==> src/rtl/piso_serializer.sv <==
// Parallel-in serial-out shifter: accepts a WIDTH-bit word on a valid/ready
// handshake and streams it one bit per clock, with back-to-back reload on the last bit.
module piso_serializer #(
  parameter int unsigned WIDTH     = 8,
  parameter bit          MSB_FIRST = 1'b1
) (
  input  logic             clk,
  input  logic             rst,
  input  logic [WIDTH-1:0] in_data,
  input  logic             in_valid,
  output logic             in_ready,
  output logic             sout,
  output logic             sout_valid,
  output logic             sof,
  output logic             busy
);

  localparam int unsigned CNT_W = $clog2(WIDTH);

  typedef enum logic {
    IDLE  = 1'b0,
    SHIFT = 1'b1
  } state_t;

  state_t           state_q, state_d;
  logic [WIDTH-1:0] sr_q, sr_d;
  logic [CNT_W-1:0] cnt_q, cnt_d;
  logic             last_bit;
  logic             accept;

  // Move the register one place toward the transmit end, filling with 0.
  function automatic logic [WIDTH-1:0] shift_out(input logic [WIDTH-1:0] v);
    if (MSB_FIRST)
      return {v[WIDTH-2:0], 1'b0};
    else
      return {1'b0, v[WIDTH-1:1]};
  endfunction

  assign last_bit = (cnt_q == CNT_W'(WIDTH - 1));

  // Ready is a function of registered state only, so it never loops back through in_valid.
  assign in_ready = (state_q == IDLE) || last_bit;
  assign accept   = in_valid && in_ready;

  always_comb begin
    state_d = state_q;
    sr_d    = sr_q;
    cnt_d   = cnt_q;
    if (accept) begin
      sr_d    = in_data;
      cnt_d   = '0;
      state_d = SHIFT;
    end else if (state_q == SHIFT) begin
      sr_d = shift_out(sr_q);
      if (last_bit) begin
        cnt_d   = '0;
        state_d = IDLE;
      end else begin
        cnt_d = cnt_q + CNT_W'(1);
      end
    end
  end

  always_ff @(posedge clk) begin
    if (!rst) begin
      state_q <= IDLE;
      sr_q    <= '0;
      cnt_q   <= '0;
    end else begin
      state_q <= state_d;
      sr_q    <= sr_d;
      cnt_q   <= cnt_d;
    end
  end

  assign busy       = (state_q == SHIFT);
  assign sout_valid = (state_q == SHIFT);
  assign sof        = (state_q == SHIFT) && (cnt_q == '0);
  assign sout       = (state_q == SHIFT) ? (MSB_FIRST ? sr_q[WIDTH-1] : sr_q[0]) : 1'b0;

endmodule

==> config.mk <==
export PLATFORM = sky130hd
export DESIGN_NAME = piso_serializer
export DESIGN_NICKNAME = d
export VERILOG_FILES = /design/src/rtl/piso_serializer.sv
export SDC_FILE = /design/constraint.sdc
export NUM_CORES = 1
export LEC_CHECK = 0
export CAP_MARGIN = 0
export CORE_MARGIN = 4
export CORE_UTILIZATION = 35
export DETAILED_ROUTE_END_ITERATION = 16
export SLEW_MARGIN = 20
export SYNTH_ARGS = -nofsm -noshare
export SYNTH_HDL_FRONTEND = slang
export SYNTH_SLANG_ARGS = --single-unit
export TNS_END_PERCENT = 100
==> constraint.sdc <==
create_clock -name clk -period 3.3 [get_ports clk]
set_clock_uncertainty 0.15 [all_clocks]
set_input_delay 0.66 -clock clk [delete_from_list [all_inputs] [get_ports clk]]
set_output_delay 0.66 -clock clk [all_outputs]
set_load 0.05 [all_outputs]
Yosys cells after proc, flatten, opt, wreduce, memory -nomap -nowiden
Cells that the tools add are included. Widths: inputs -> output; s select.

Bits in writable memories: 0. Bits in registers: 12. Bits in latches: 0. Memory bits (read-only): 0. Memories kept: 0.

Reductions and logical operators: 6. Add/sub/neg operators: 1. Bitwise gates (word level): 2. Order comparisons: 0. Equality and inequality tests: 1. Divide/modulo/power cells: 0. Shift operators: 0. $mul: 0. Mux-type cells: 7.

Operator list (number): $mux 8 (2); $mux 1 (4); $add 3x1->3 const B (1); $eq 3x3->1 const B (1); $logic_not 3->1 (1); $mux 3 (1); $logic_and 1x1->1 (2); $not 1->1 (2); $reduce_bool 2->1 (1); $reduce_or 2->1 (1); $logic_or 1x1->1 (1).

Depth between registers and ports, before layout
Depth after elaboration: 4. Mapped depth: 7. Mapped depth without buffers: 6.

Worst setup path after synthesis
No wires, ideal clock.

Path kind: register -> output. From: register state_q (netlist: busy). To: output port in_ready. Slack: 1.279 ns. Data required time: 2.490 ns. Stages on the path, launching flop included: 4. Arrival time: 1.211 ns. Cells stage by stage: dfxtp_1 > and2b_4 > inv_2 > buf_6.

Longest elaborated chain between the ends: 2.

Ends and longest elaborated chain: from (decl) (line 25) `state_t state_q, state_d;`; from (signal assigned) (line 70) `state_q <= state_d;`; $not 1->1 (line 42) `assign in_ready = (state_q == IDLE) || last_bit;`; $logic_or 1x1->1 (line 42); to (decl) (line 11) `output logic in_ready,`.

Every way passes these cells.

Final worst setup path
From: register cnt_q[0]. To: output port in_ready.

Longest elaborated chain between the ends: 2.

Ends and longest elaborated chain: from (decl) (line 27) `logic [CNT_W-1:0] cnt_q, cnt_d;`; from (signal assigned) (line 72) `cnt_q <= cnt_d;`; $eq 3x3->1 (line 39) `assign last_bit = (cnt_q == CNT_W'(WIDTH - 1));`; $logic_or 1x1->1 (line 42).

Every way passes these cells.

==> impl_metrics.tcl <==
set metrics [dict create \
    rsz0062_at_grt "false" \
    cts_inserted_buffers 3 \
    arrival_ps 2140 \
    setup_viol 0 \
    cts_max_level 1 \
    worst_skew_pair.late_latency_ps 270 \
    gp_congestion 0.799 \
    crit_chain "ha_1 > ha_1 > and2b_4 > inv_2 > clkdlybuf4s50_1" \
    grt_start_max_net_pins 13 \
    synth_top_flop_cell "dfxtp_1" \
    fp.dieH_um 48.9 \
    fin_setup_tns_ps 0 \
    p_total_uw 317 \
    critPathLaunch "cnt_q[0]" \
    period_share_pct 89.5 \
    yosysWarnings 0 \
    cts_max_path_buffers 2 \
    r2r_start "cnt_q[0]" \
    synthCells 68 \
    synthArstFlopShare_pct 0 \
    synth_edf_count 0 \
    nets 97 \
    fmax_ghz 0.339 \
    synth_top_cell_by_area "dfxtp_1" \
    totalWireLength_um 1260 \
    syn_avg_cell_area_sq_um 8.61 \
    grt_pass1_wl_um 2260 \
    hold_buffers 0 \
    placementRows 14 \
    grt_pass1_vias 510 \
    die_area_sq_um 2390 \
    cts_tree "yes" \
    period_minus_slack_ps 2950 \
    critPathMaxStageDelay_ps 840 \
    crit_slowest_cell "clkdlybuf4s50_1" \
    yosysTopAreaCellShare_pct 41.0 \
    cts_setup_buffers 0 \
    port_buffers 15 \
    path_max_fanout 12 \
    cap_violations 0 \
    powerDensity_nw_per_um2 425 \
    start_util_pct 38.0 \
    first_pass_iters 3 \
    die_w_um 48.9 \
    grt_use_total_pct 12.2 \
    cts_resized 0 \
    syn-cell-area_sq_um 586 \
    cts_root_buf "clkbuf_4" \
    num_antenna_cells 0 \
    num_vias 521 \
    reg2reg_depth 6 \
    required_ps 2490 \
    via_per_inst 5.37 \
    yosysMostFrequentCell "o21ai_0" \
    endpoint_kind "primary output" \
    slew_headroom_pct 64.6 \
    worstHoldPathCells 2 \
    area_growth_pct 27.6 \
    worst_pin_slew_ps 529 \
    ys_types 24 \
    cts_sinks 12 \
    syn_nets 82 \
    timing.final.hold_violations 0 \
    synthTopCellsByArea "dfxtp_1 (41%), o21ai_0 (13%), a31oi_1 (7.5%), ha_1 (6.4%), a21oi_1 (6.0%)" \
    grt_overflow 0 \
    yosys_register_bits 12 \
    seq_area_sq_um 240 \
    critPathLaunchType "flop" \
    worst-setup-path-type "reg -> out" \
    antenna_found_initial 0 \
    status "complete, no violations" \
    dp_hpwl_um 896 \
    first_iter_violations 9 \
    nFillCells 162 \
    synth_common_cells "o21ai_0 (15), dfxtp_1 (12), a21oi_1 (7), a31oi_1 (7)" \
    cpMostUsedCell "ha_1" \
    wl_per_cell_um 12.9 \
    synth-seq-area-share_pct 41.0 \
    hp-start "sr_q[3]" \
    ios 16 \
    core-area_sq_um 1540 \
    hp-class "reg -> reg" \
    leakage_uw 0.000293 \
    route.detailed.drc 0 \
    detail-route-antenna-nets 0 \
    drv_slew 0 \
    drive_gt1_share_pct 9.88 \
    multiInputGateArea_sq_um 299 \
    worst_ir_drop_vdd_v 0.000216 \
    clk_pin_slew_ps 70 \
]
## placed cells by master, fill, tap and decap left out, drive strengths merged
master	netlist	routed
a21boi	1	1
a21oi	7	7
a31oi	7	7
a32oi	1	1
and2	2	2
and2b	1	1
and3	2	2
and3b	1	1
clkbuf	2	3
clkdlybuf4s50	0	15
dfxtp	12	12
ha	3	3
inv	4	4
mux2	1	1
mux2i	1	1
nand2	2	2
nor2	1	1
nor2b	1	1
o21ai	15	15
or2	1	1
## cells by family (layout without fill, tap and decap cells)
| group | count (synthesis) | in the layout | synth area share (%) |
|---|---|---|---|
| AND/OR/NAND/NOR | 11 | 11 | 12.0 |
| AO/OA/AOI/OAI | 31 | 31 | 29.1 |
| adder cells (fa/ha/maj) | 3 | 3 | 6.41 |
| buffers and inverters | 9 | 22 | 7.91 |
| flip-flops | 12 | 12 | 41.0 |
| multiplexers | 2 | 2 | 3.63 |
## through the flow
| step | hold slack [ps] | cell area (sq um) | utilization, % | std cells | setup WS, ps |
|---|---|---|---|---|---|
| 2_1_floorplan | 294 | 586 | - | 68 | 1280 |
| 3_3_place_gp | 325 | 724 | 47.0 | 94 | 657 |
| 3_5_place_dp | 323 | 724 | 47.0 | 94 | 634 |
| 4_1_cts | 336 | 747 | 48.5 | 97 | 324 |
| 5_1_grt | 376 | 747 | 48.5 | 97 | 217 |
| 6_report | 330 | 747 | 48.5 | 97 | 348 |
## cell type report
| class | count | area share (%) |
|---|---|---|
| inverters | 4 | 2.01 |
| well taps | 16 | 2.68 |
| clock buffers | 3 | 3.02 |
| multi-input cells | 47 | 40.0 |
| repair buffers | 15 | 20.1 |
| flip-flops and latches | 12 | 32.2 |
## registers in the layout, summed over array words and instances, names as in the netlist
register / flops
busy: 1
cnt_q: 3
sr_q: 8
## worst max-delay path: cells and delay by family (launching register included)
family,cells,cell delay [ps]
buffers and inverters,2,1000
DFF,1,370
adders and majority gates,2,300
and+or+nand+nor,1,210
## power by group
part / switching, uW / internal, uW
sequential: 6.40 / 155
clock: 43.9 / 42.1
combinational: 39.4 / 30.6
## routing by layer
metal  GRT usage, %  share of wire [%]  vias up
met5              0                  0        -
met4           8.07               0.80        0
met3           3.67                4.9        2
met2           17.8                 46       12
met1           15.2                 48      237
li1               -                  -      270
## path summary, 6_finish.rpt
kind | end | slack, ps
worst max-delay path | in_ready | 350
worst min-delay path | sr_q[4] | 330
worst max register to register | sr_q[0] | 1660
worst min register to register | sr_q[4] | 330
Power figures use the tool's default switching activity.
